`src/rtl/fb_pkg.sv`:
```
// rtl/fb_pkg.sv - shared state type and parameter defaults for the framebuffer swap controller
package fb_pkg;

  typedef enum logic [1:0] {
    WRITE = 2'd0,
    PEND  = 2'd1,
    GUARD = 2'd2
  } fb_swap_state_t;

  localparam int GUARD_CYCLES_DEF = 4;
  localparam int STAT_W_DEF       = 16;

endpackage

```
`src/rtl/fb_sat_counter.sv`:
```
// rtl/fb_sat_counter.sv - saturating up-counter with synchronous clear
module fb_sat_counter #(
  parameter int W = 16
) (
  input  logic         clk,
  input  logic         clr,
  input  logic         inc,
  output logic [W-1:0] cnt
);

  logic [W-1:0] cnt_q, cnt_d;

  // Increment on request, holding at all-ones instead of wrapping.
  always_comb begin
    cnt_d = cnt_q;
    if (inc && (cnt_q != '1)) begin
      cnt_d = cnt_q + 1'b1;
    end
  end

  // Counter register; clear takes priority over increment.
  always_ff @(posedge clk) begin
    if (clr) begin
      cnt_q <= '0;
    end else begin
      cnt_q <= cnt_d;
    end
  end

  assign cnt = cnt_q;

endmodule

```
`src/rtl/fb_swap_ctrl.sv`:
```
// rtl/fb_swap_ctrl.sv - double-buffer bank swap controller; FB_SWAP_STATS_EN enables swap/repeat counters
module fb_swap_ctrl
  import fb_pkg::*;
#(
  parameter int GUARD_CYCLES = GUARD_CYCLES_DEF,
  parameter int STAT_W       = STAT_W_DEF
) (
  input  logic              clk,
  input  logic              rst,
  input  logic              frame_done,
  input  logic              vblank,
  input  logic              wr_we,
  output logic              fb_we,
  output logic              wr_ready,
  output logic              selection,
  output logic              swap_done,
  output logic              err,
  output logic [STAT_W-1:0] swap_cnt,
  output logic [STAT_W-1:0] repeat_cnt
);

  // A zero guard still needs a legal (unused) one-bit counter.
  localparam int GW = (GUARD_CYCLES > 0) ? $clog2(GUARD_CYCLES + 1) : 1;
  localparam logic [GW-1:0] GLOAD = (GUARD_CYCLES > 0) ? GW'(GUARD_CYCLES - 1) : '0;

  fb_swap_state_t state_q, state_d;
  logic [GW-1:0]  gcnt_q, gcnt_d;
  logic           sel_q, sel_d;
  logic           swap_done_q;
  logic           err_q, err_d;
  logic           swap_evt;

  // Next-state logic: a swap happens only on vblank with a completed frame.
  always_comb begin
    state_d  = state_q;
    gcnt_d   = gcnt_q;
    swap_evt = 1'b0;
    unique case (state_q)
      WRITE: begin
        if (frame_done && vblank) begin
          swap_evt = 1'b1;
        end else if (frame_done) begin
          state_d = PEND;
        end
      end
      PEND: begin
        if (vblank) begin
          swap_evt = 1'b1;
        end
      end
      GUARD: begin
        if (gcnt_q == '0) begin
          state_d = WRITE;
        end else begin
          gcnt_d = gcnt_q - 1'b1;
        end
      end
      default: state_d = WRITE;
    endcase
    if (swap_evt) begin
      state_d = (GUARD_CYCLES > 0) ? GUARD : WRITE;
      gcnt_d  = GLOAD;
    end
    sel_d = sel_q ^ swap_evt;
    // frame_done outside WRITE is dropped but latched as an error.
    err_d = err_q | (frame_done && (state_q != WRITE));
  end

  // State, bank select, swap pulse and sticky error registers.
  always_ff @(posedge clk) begin
    if (rst) begin
      state_q     <= WRITE;
      gcnt_q      <= '0;
      sel_q       <= 1'b0;
      swap_done_q <= 1'b0;
      err_q       <= 1'b0;
    end else begin
      state_q     <= state_d;
      gcnt_q      <= gcnt_d;
      sel_q       <= sel_d;
      swap_done_q <= swap_evt;
      err_q       <= err_d;
    end
  end

  assign wr_ready  = (state_q == WRITE);
  assign fb_we     = wr_we & wr_ready;
  assign selection = sel_q;
  assign swap_done = swap_done_q;
  assign err       = err_q;

`ifdef FB_SWAP_STATS_EN
  logic rep_evt;

  // A vblank that brings no new frame repeats the displayed one.
  assign rep_evt = vblank && (((state_q == WRITE) && !frame_done) || (state_q == GUARD));

  fb_sat_counter #(.W(STAT_W)) u_swap_cnt (
    .clk (clk),
    .clr (rst),
    .inc (swap_evt),
    .cnt (swap_cnt)
  );

  fb_sat_counter #(.W(STAT_W)) u_repeat_cnt (
    .clk (clk),
    .clr (rst),
    .inc (rep_evt),
    .cnt (repeat_cnt)
  );
`else
  assign swap_cnt   = '0;
  assign repeat_cnt = '0;
`endif

endmodule

```
`config.mk`:
```
export PLATFORM = sky130hd
export DESIGN_NAME = fb_swap_ctrl
export DESIGN_NICKNAME = d
export VERILOG_FILES = /design/src/rtl/fb_pkg.sv /design/src/rtl/fb_sat_counter.sv /design/src/rtl/fb_swap_ctrl.sv
export SDC_FILE = /design/constraint.sdc
export NUM_CORES = 1
export LEC_CHECK = 0
export BUFFER_PORTS_ARGS = -buffer_cell sky130_fd_sc_hd__buf_2
export CORE_MARGIN = 8
export CORE_UTILIZATION = 45
export CTS_BUF_LIST = sky130_fd_sc_hd__clkbuf_2 sky130_fd_sc_hd__clkbuf_4 sky130_fd_sc_hd__clkbuf_8
export DETAILED_ROUTE_END_ITERATION = 6
export PLACE_DENSITY_LB_ADDON = 0.3
export SLEW_MARGIN = 10
export SYNTH_ARGS = -nofsm -noshare
export SYNTH_HDL_FRONTEND = slang
export SYNTH_SLANG_ARGS = --single-unit
```
`constraint.sdc`:
```
create_clock -name clk -period 2.3 [get_ports clk]
set_input_delay 0.23 -clock clk [delete_from_list [all_inputs] [get_ports clk]]
set_output_delay 0.23 -clock clk [all_outputs]
set_load 0.02 [all_outputs]
```
After elaboration in Yosys (flattened, before gate mapping)
Index checks and enable logic that the tools add are counted.

cells by class
  muxes and demuxes = 11
  equal/unequal tests = 10
  bitwise gates (word level) = 5
  reductions and logical operators = 11
  $add $sub $neg = 1

operator list
  kind                                              count
  2-to-1 mux 2 bit                                  7
  != test 2 bit, second input constant              5
  AND reduction 4 bit                               2
  != test 3 bit, second input constant              2
  one-hot mux 2 bit (3 select lines)                1
  AND reduction 2 bit                               2
  nonzero test 2 bit                                2
  zero test 3 bit                                   1
  != test 3 x 2 -> 1 bit, second input constant     1
  subtractor 3 x 1 -> 3 bit, second input constant  1
  == test 2 x 1 -> 1 bit, second input constant     1
  == test 2 bit, second input constant              1
  logical AND 1 bit                                 2
  zero test 2 bit                                   1
  2-to-1 mux 1 bit                                  2
  NOT 1 bit                                         2
  one-hot mux 1 bit (2 select lines)                1
  OR reduction 2 bit                                1
  bitwise AND 1 bit                                 1
  bitwise OR 1 bit                                  1
  XOR 1 bit                                         1

word-level totals
  word-level logic and storage cells = 45
  bits in registers = 8
  bits of input ports = 5
  output and inout bits = 37

Logic depth before layout (Yosys ltp)
Gate-level depths: netlist of the first run.

  depth after elaboration = 5
  mapped depth = 5
  mapped depth without buffers = 5

Worst setup path after synthesis of the first run
Ideal clock, no wire load.

  path type = register to register
  from = register gcnt_q[0]
  to = register gcnt_q[2]
  buffers on the path = 0
  arrival = 1272 ps
  path slack = 941 ps
  clock period less this slack = 1359 ps
  data required time = 2214 ps
  stages on the path, launching flop included = 5
  setup time = 86 ps
  cell sequence = dfxtp_1 -> inv_1 -> ha_1 -> or4_4 -> a221oi_2

on the way
  cells in the longest elaborated chain, start to end = 3
  elaborated cells on any way between the ends = 4

RTL lines
  what                                                               line                RTL
  start, declared                                                    fb_swap_ctrl.sv:27  logic [GW-1:0] gcnt_q, gcnt_d;
  start signal, assigned                                             fb_swap_ctrl.sv:79  gcnt_q <= gcnt_d;
  branches (longest 3 deep; another with subtractor 3 x 1 -> 3 bit)  --

Several ways; the timed one is not identified.
A chain may end at the register's enable or synchronous reset.

Worst setup path after layout of the first run
Ends and elaborated chain as after synthesis.

==> impl_summary.log, run 1 <==
[metrics] result of the run: finished clean
[metrics] DR iter-0 viols: 0
[metrics] total count of hold-check failures in the final report: 0
[metrics] final-stage net count: 93
[metrics] Post-Syn Area: 616 um2
[metrics] minimum clock period: 1430 ps
[metrics] biggest area contributors in the synthesized netlist: sky130_fd_sc_hd__buf_4 (39%), sky130_fd_sc_hd__dfxtp_1 (26%), sky130_fd_sc_hd__ha_1 (4.1%), sky130_fd_sc_hd__o21ai_0 (4.1%), sky130_fd_sc_hd__inv_1 (3.0%)
[metrics] post-placement cell area: 552 um2
[metrics] unrepaired setup endpoints after global routing: false
[metrics] layout overhead on the synthesized area: -6.71%
[metrics] total congestion overflow after global routing: 0
[metrics] count of different cell masters after synthesis: 21
[metrics] CTS tree: yes
[metrics] area leader, netlist: sky130_fd_sc_hd__buf_4
[metrics] FF/Latch Area: 160 um2
[metrics] post-synthesis sequential area ratio: 26.0%
[metrics] full die area: 0.00281 mm2
[metrics] I/O pin count: 42
[metrics] area taken by multi-input logic gates: 309 um2
[metrics] number of buffers inserted to repair setup after CTS: 0
[metrics] proportion of netlist area held by the largest area contributor: 39.0%
[metrics] # resized after CTS: 0
[metrics] topmost layer with routed signal wires: met4
[metrics] post-route cell area: 574 um2
[metrics] highest fanout seen on the critical path: 3
[metrics] Routed WL: 1040 um
[metrics] total track usage: 8.16%
[metrics] number of synthesized register bits: 8
[metrics] number of antenna violations at the first check in global routing: 0
[metrics] total iterations of the first detailed-routing run: 1
[metrics] Initial Utilization: 47.9%
[metrics] number of clock sinks seen by CTS: 8
[metrics] cell count after synthesis: 74
[metrics] PD cells: 653 mW/mm2
[metrics] met1 WL: 385 um
[metrics] core area: 0.00128 mm2
[metrics] routed vias: 401
[metrics] Setup Viol. Count Final: 0
[metrics] share of the clock period used by the worst path after layout: 62.2%
[metrics] static leakage power: 0.292 nW
[metrics] die height: 53.0 um
[metrics] H-tree lvl count: 1
[metrics] width of the die: 53.0 um
[metrics] crit path capture: gcnt_q[2]
[metrics] Fmax: 699 MHz
[metrics] total DRC errors in the routed layout: 0
[metrics] detailed-placement wirelength estimate: 885 um
[metrics] RR Endpoint: gcnt_q[2]
[metrics] Fin Hold WS: 193 ps
[metrics] signal arrival time at the worst endpoint: 1600 ps
[metrics] first-pass GRT wire length: 1600 um
[metrics] utilization after layout: 44.7%
[metrics] largest net degree at the start of global routing: 9
[metrics] launching element type of the critical path: flip-flop
[metrics] Clock Tree Buf Depth: 2
[metrics] routed length on met2: 440 um
[metrics] diodes inserted: 0
[metrics] Critical R2R Launch: gcnt_q[0]
[metrics] Clock Latency Late Sink: 260 ps
[metrics] launch point of the critical path: gcnt_q[0]
[metrics] R2R cell count: 4
[metrics] share of post-route cells with drive strength above 1: 20.2%
[metrics] Synth warnings: 0
[metrics] final total negative setup slack: 0 ps
[metrics] Pwr Total: 375 uW
[metrics] total of hold buffers inserted after clock tree synthesis: 0
[metrics] path category of the worst min-delay check: in2reg
[metrics] minimum setup slack among reg-to-reg paths: 870 ps
[metrics] detailed-route wire length per cell: 10.5 um
[metrics] Final Slew Violations: 0
[metrics] number of buffers inserted by port buffering: 9
[metrics] number of CTS-inserted buffers: 3
[metrics] number of fill cells in the layout: 150
[metrics] Met3 Routed Length: 178 um
[metrics] Critical Path RT: 2470 ps
[metrics] synthesized area per cell: 8.32 um2
[metrics] peak supply drop: 0.239 mV
[metrics] routability cong.: 0.658
[metrics] number of vias per cell after detailed routing: 4.05
[metrics] critical path endpoint category: flip-flop
[metrics] cell at the root of the clock tree: sky130_fd_sc_hd__clkbuf_4
[metrics] worst setup path class: reg2reg
[metrics] setup skew after layout: 1.90 ps
[metrics] count of maximum capacitance violations: 0
[metrics] FP Rows: 13
[metrics] number of antenna-violating nets in the routed design: 0
[metrics] number of global-route vias before repair: 379
[metrics] CTS clk-pin slew, worst paths: 50 ps
## flip-flops by register name (all words and copies together) (netlist names)
name	flops
gcnt_q	3
err	1
state_q	2
swap_done	1
selection	1
## synth_stat cells
cell                       count
sky130_fd_sc_hd__nor3_1        1
sky130_fd_sc_hd__o21bai_1      1
sky130_fd_sc_hd__nor2b_1       1
sky130_fd_sc_hd__or4_4         1
sky130_fd_sc_hd__nand2b_4      1
sky130_fd_sc_hd__dfxtp_1       8
sky130_fd_sc_hd__a21oi_1       3
sky130_fd_sc_hd__o21ai_0       5
sky130_fd_sc_hd__a221oi_2      1
sky130_fd_sc_hd__and2_1        1
sky130_fd_sc_hd__or3_1         3
sky130_fd_sc_hd__inv_1         5
sky130_fd_sc_hd__nor2_1        2
sky130_fd_sc_hd__or2_2         1
sky130_fd_sc_hd__buf_4        32
sky130_fd_sc_hd__ha_1          2
sky130_fd_sc_hd__clkbuf_1      1
sky130_fd_sc_hd__a31oi_1       2
sky130_fd_sc_hd__nand2_1       1
sky130_fd_sc_hd__conb_1        1
sky130_fd_sc_hd__o21ba_2       1
## cell families after synthesis
| kind of cell | after synthesis | share of synthesized area, % |
|---|---|---|
| buffers and inverters | 38 | 42.7 |
| AO/OA/AOI/OAI | 13 | 13.8 |
| AND/OR/NAND/NOR | 12 | 12.8 |
| flip-flops | 8 | 26.0 |
| adder cells (fa/ha/maj) | 2 | 4.06 |
| other | 1 | 0.609 |
## cells in the final DEF, fill, tap and decap left out
cell                       Yosys  final
sky130_fd_sc_hd__o21ai_0       5      5
sky130_fd_sc_hd__ha_1          2      2
sky130_fd_sc_hd__inv_1         5      5
sky130_fd_sc_hd__o21bai_1      1      1
sky130_fd_sc_hd__or4_4         1      1
sky130_fd_sc_hd__a31oi_1       2      2
sky130_fd_sc_hd__dfxtp_1       8      8
sky130_fd_sc_hd__nand2_1       1      1
sky130_fd_sc_hd__and2_1        1      1
sky130_fd_sc_hd__a21oi_1       3      3
sky130_fd_sc_hd__a221oi_2      1      1
sky130_fd_sc_hd__clkbuf_4      0      3
sky130_fd_sc_hd__o21ba_2       1      1
sky130_fd_sc_hd__nand2b_4      1      1
sky130_fd_sc_hd__or3_1         3      3
sky130_fd_sc_hd__nor3_1        1      1
sky130_fd_sc_hd__nor2b_1       1      1
sky130_fd_sc_hd__or2_2         1      1
sky130_fd_sc_hd__conb_1        1     32
sky130_fd_sc_hd__nor2_1        2      2
sky130_fd_sc_hd__buf_2         0      9
## worst min path at each step
stage,startpoint,end,cells past startpoint
3_3_place_gp,err,err,2
3_5_place_dp,err,err,2
4_1_cts,vblank,state_q[0],2
6_report,vblank,state_q[0],2
5_1_grt,vblank,state_q[0],2
2_1_floorplan,vblank,state_q[0],1
## power breakdown
part / switching [mW] / total [mW] / internal [mW]
clock: 0.0505 / 0.110 / 0.0599
sequential: 0.00652 / 0.155 / 0.149
combinational: 0.0834 / 0.109 / 0.0257
## routing by layer
metal,track usage (%),vias to the layer above
li1,-,195
met1,7.79,173
met2,11.3,28
met3,6.44,5
met4,6.47,0
met5,0,-
## cell type report
type | instances | area share, %
inverters | 5 | 3.27
repair buffers | 9 | 7.84
multi-input cells | 59 | 53.8
clock buffers | 3 | 3.92
well taps | 15 | 3.27
flip-flops and latches | 8 | 27.9
## critical path, cell delays in order, from the launching register on
cell	delay, ps
sky130_fd_sc_hd__dfxtp_1	330
sky130_fd_sc_hd__inv_1	60
sky130_fd_sc_hd__ha_1	200
sky130_fd_sc_hd__or4_4	510
sky130_fd_sc_hd__a221oi_2	240
## through the flow
step	instances	worst slack (ps)
after CTS	99	869
after global placement	96	929
final	99	869
after detailed placement	96	870
after floorplan	105	941
after global routing	99	805
Note: power is estimated with default switching activity, not from simulation.
==> run 2, diff against run 1 <==
--- a/config.mk
+++ b/config.mk
@@ -5,9 +5,10 @@
 export SDC_FILE = /design/constraint.sdc
 export NUM_CORES = 1
 export LEC_CHECK = 0
+export ABC_AREA = 1
 export BUFFER_PORTS_ARGS = -buffer_cell sky130_fd_sc_hd__buf_2
 export CORE_MARGIN = 8
-export CORE_UTILIZATION = 45
+export CORE_UTILIZATION = 38
 export CTS_BUF_LIST = sky130_fd_sc_hd__clkbuf_2 sky130_fd_sc_hd__clkbuf_4 sky130_fd_sc_hd__clkbuf_8
 export DETAILED_ROUTE_END_ITERATION = 6
 export PLACE_DENSITY_LB_ADDON = 0.3
==> constraint.sdc (replaced) <==
create_clock -name clk -period 1.2 [get_ports clk]
set_input_delay 0.12 -clock clk [delete_from_list [all_inputs] [get_ports clk]]
set_output_delay 0.12 -clock clk [all_outputs]
set_load 0.02 [all_outputs]
==> impl_summary.log, run 2 <==
[metrics] number of buffers inserted to repair setup after CTS: 0 (unchanged)
[metrics] full die area: 0.00326 mm2 (was 0.00281 mm2)
[metrics] minimum clock period: 1120 ps (was 1430 ps)
[metrics] result of the run: finished clean (unchanged)
[metrics] Min-Delay Path Depth: 2 (unchanged)
[metrics] total count of hold-check failures in the final report: 0 (unchanged)
[metrics] total congestion overflow after global routing: 0 (unchanged)
[metrics] post-synthesis sequential area ratio: 24.9% (was 26.0%)
[metrics] Initial Utilization: 38.9% (was 47.9%)
[metrics] Fmax: 893 MHz (was 699 MHz)
[metrics] R2R cell count: 8 (was 4)
[metrics] detailed-placement wirelength estimate: 891 um (was 885 um)
[metrics] static leakage power: 0.365 nW (was 0.292 nW)
[metrics] CTS clk-pin slew, worst paths: 50 ps (about the same)
[metrics] register with the most flip-flops: gcnt_q (unchanged)
[metrics] core area: 0.00165 mm2 (was 0.00128 mm2)
[metrics] number of vias per cell after detailed routing: 3.66 (was 4.05)
[metrics] width of the die: 57.1 um (was 53.0 um)
[metrics] proportion of netlist area held by the largest area contributor: 37.4% (was 39.0%)
[metrics] count of maximum capacitance violations: 0 (unchanged)
[metrics] area leader, netlist: sky130_fd_sc_hd__buf_4 (unchanged)
[metrics] peak supply drop: 0.667 mV (was 0.239 mV)
[metrics] routed vias: 425 (was 401)
[metrics] final standard cell count with taps included and fillers excluded: 116 (was 99)
[metrics] diodes inserted: 0 (unchanged)
[metrics] post-placement cell area: 586 um2 (was 552 um2)
[metrics] number of antenna violations at the first check in global routing: 0 (unchanged)
[metrics] Setup Viol. Count Final: 0 (unchanged)
[metrics] PD cells: 1210 mW/mm2 (was 653 mW/mm2)
[metrics] Critical R2R Launch: gcnt_q[0] (unchanged)
[metrics] Final Slew Violations: 0 (unchanged)
[metrics] routability cong.: 0.778 (was 0.658)
[metrics] DR iter-0 viols: 10 (was 0)
[metrics] Largest register FFs: 3 (unchanged)
[metrics] synthesized area per cell: 7.31 um2 (was 8.32 um2)
[metrics] total DRC errors in the routed layout: 0 (unchanged)
[metrics] count of flip-flops with a built-in enable after synthesis: 0 (unchanged)
[metrics] signal arrival time at the worst endpoint: 1260 ps (was 1600 ps)
[metrics] FP Rows: 15 (was 13)
[metrics] I/O pin count: 42 (unchanged)
[metrics] layout overhead on the synthesized area: -3.70% (was -6.71%)
[metrics] biggest area contributors in the synthesized netlist: sky130_fd_sc_hd__buf_4 (37%), sky130_fd_sc_hd__dfxtp_1 (25%), sky130_fd_sc_hd__nand2_1 (8.8%), sky130_fd_sc_hd__nand3_1 (4.7%), sky130_fd_sc_hd__ha_1 (3.9%) (was sky130_fd_sc_hd__buf_4 (39%), sky130_fd_sc_hd__dfxtp_1 (26%), sky130_fd_sc_hd__ha_1 (4.1%), sky130_fd_sc_hd__o21ai_0 (4.1%), sky130_fd_sc_hd__inv_1 (3.0%))
[metrics] Hold Path End: state_q[1] (was state_q[0])
[metrics] Synth Flop Type: sky130_fd_sc_hd__dfxtp_1 (unchanged)
[metrics] # placed instances: 113 (was 96)
[metrics] critical path endpoint category: flip-flop (unchanged)
[metrics] share of post-route cells with drive strength above 1: 25.3% (was 20.2%)
[metrics] detailed-route wire length per cell: 8.53 um (was 10.5 um)
[metrics] H-tree lvl count: 1 (unchanged)
[metrics] Post-synth top cells: sky130_fd_sc_hd__buf_4 (32), sky130_fd_sc_hd__nand2_1 (15), sky130_fd_sc_hd__dfxtp_1 (8) (was sky130_fd_sc_hd__buf_4 (32), sky130_fd_sc_hd__dfxtp_1 (8), sky130_fd_sc_hd__inv_1 (5), sky130_fd_sc_hd__o21ai_0 (5))
[metrics] Clock Tree Buf Depth: 2 (unchanged)
[metrics] first-pass GRT wire length: 1550 um (was 1600 um)
[metrics] largest net degree at the start of global routing: 5 (was 9)
[metrics] launching element type of the critical path: flip-flop (unchanged)
[metrics] FFs w/ async S/R, synth: 0% (unchanged)
[metrics] Critical Path RT: 1340 ps (was 2470 ps)
[metrics] number of antenna-violating nets in the routed design: 0 (unchanged)
[metrics] die height: 57.1 um (was 53.0 um)
[metrics] Post-Syn Area: 643 um2 (was 616 um2)
[metrics] total iterations of the first detailed-routing run: 4 (was 1)
[metrics] minimum setup slack among reg-to-reg paths: 80 ps (was 870 ps)
[metrics] RR Endpoint: gcnt_q[0] (was gcnt_q[2])
[metrics] cell count after synthesis: 88 (was 74)
[metrics] number of synthesized register bits: 8 (unchanged)
[metrics] count of different cell masters after synthesis: 15 (was 21)
[metrics] final-stage net count: 108 (was 93)
[metrics] total of hold buffers inserted after clock tree synthesis: 0 (unchanged)
[metrics] Synth warnings: 0 (unchanged)
[metrics] worst setup path class: reg2reg (unchanged)
[metrics] setup skew after layout: 3.32 ps (was 1.90 ps)
[metrics] cell at the root of the clock tree: sky130_fd_sc_hd__clkbuf_4 (unchanged)
[metrics] number of buffers inserted by port buffering: 9 (unchanged)
[metrics] final total negative setup slack: 0 ps (unchanged)
[metrics] post-route cell area: 619 um2 (was 574 um2)
[metrics] commonest cells after routing, fill and taps aside: sky130_fd_sc_hd__conb_1 (32), sky130_fd_sc_hd__nand2_1 (15), sky130_fd_sc_hd__buf_2 (8) (was sky130_fd_sc_hd__conb_1 (32), sky130_fd_sc_hd__buf_2 (9), sky130_fd_sc_hd__dfxtp_1 (8))
[metrics] total track usage: 5.73% (was 8.16%)
[metrics] Routed WL: 989 um (was 1040 um)
[metrics] Clock Latency Late Sink: 250 ps (was 260 ps)
[metrics] worst hold start: rst (was vblank)
[metrics] CTS tree: yes (unchanged)
[metrics] share of the clock period used by the worst path after layout: 93.3% (was 62.2%)
[metrics] highest fanout seen on the critical path: 4 (was 3)
[metrics] commonest non-fill, non-tap cell in the layout: sky130_fd_sc_hd__conb_1 (unchanged)
[metrics] number of clock sinks seen by CTS: 8 (unchanged)
[metrics] registers with the most flip-flops: gcnt_q (3), state_q (2) (unchanged)
[metrics] number of CTS-inserted buffers: 3 (unchanged)
[metrics] most frequently used cell type in the post-synthesis netlist: sky130_fd_sc_hd__buf_4 (unchanged)
[metrics] unrepaired setup endpoints after global routing: false (unchanged)
[metrics] number of global-route vias before repair: 368 (was 379)
[metrics] path category of the worst min-delay check: in2reg (unchanged)
-- run 2: changes by cell type in the layout (fill, tap and decap cells not counted), sizes merged, moves of 2 or more --
cell and change:
nand2 +16, inv +7, nand3 +7, o21ai -5, nor2 +4, or3 -3
a31oi -2
-- run 2: worst max path at each step --
| stage | startpoint | to | slack, ps |
|---|---|---|---|
| 6_report | gcnt_q[0] | gcnt_q[0] | 80 |
| 5_1_grt | state_q[0] | fb_we | 6 |
| 4_1_cts | state_q[0] | fb_we | 40 |
| 3_5_place_dp | gcnt_q[0] | gcnt_q[0] | 90 |
| 3_3_place_gp | gcnt_q[0] | gcnt_q[0] | 120 |
| 2_1_floorplan | state_q[0] | fb_we | 60 |
-- run 2: worst max-delay path: stages, from the launching register on --
cell and delay, ps:
sky130_fd_sc_hd__dfxtp_1 320, sky130_fd_sc_hd__inv_1 70, sky130_fd_sc_hd__ha_1 190, sky130_fd_sc_hd__nand2_1 130
sky130_fd_sc_hd__nand2_2 100, sky130_fd_sc_hd__nand2_1 70, sky130_fd_sc_hd__nand2_1 40, sky130_fd_sc_hd__nand2_1 50
sky130_fd_sc_hd__nand2_1 40
-- run 2: cells by family after synthesis --
| family | synth area share (%) |
|---|---|
| buffers and inverters | 44.4 |
| adders and majority gates | 3.89 |
| and+or+nand+nor | 23.9 |
| AOI/OAI and AO/OA | 2.33 |
| DFF | 24.9 |
| other | 0.583 |
-- run 2: through the flow --
step | utilization [%] | total power [mW] | hold WS [ps] | setup WS, ps
finish | 37.5 | 0.750 | 111 | 80.1
global route | 37.5 | 0.805 | 110 | 5.69
CTS | 36.8 | 0.755 | 102 | 43.5
detailed placement | 35.5 | 0.545 | 372 | 94.3
global placement | 35.5 | 0.541 | 372 | 116
floorplan | - | 0.584 | 189 | 56.9
-- run 2: timing repair --
| action | CTS | global route |
|---|---|---|
| hold endpoints to repair | 0 | 0 |
| resized for setup | 0 | 4 |
| setup endpoints to repair | 0 | 1 |
-- run 2: area by class of cell --
class | count | area (um2)
Tap cell | 17 | 21.3
Fill cell | 177 | 1030
Clock buffer | 3 | 22.5
Sequential cell | 8 | 161
Inverter | 12 | 45.0
Timing Repair Buffer | 9 | 47.5
Multi-Input combinational cell | 67 | 322
-- run 2: per-layer routing --
metal	vias to the layer above	share of wire [%]	GRT usage, %
met5	-	0	0
met4	0	0	3.02
met3	0	16	3.10
met2	24	50	9.77
met1	178	34	5.37
li1	223	-	-
-- run 2: power by group --
part / switching, mW / leakage, nW / internal, mW
Sequential: 0.0130 / 0.0662 / 0.288
Clock: 0.0872 / 0.0138 / 0.114
Combinational: 0.189 / 0.285 / 0.0577
Total: 0.290 / 0.365 / 0.460
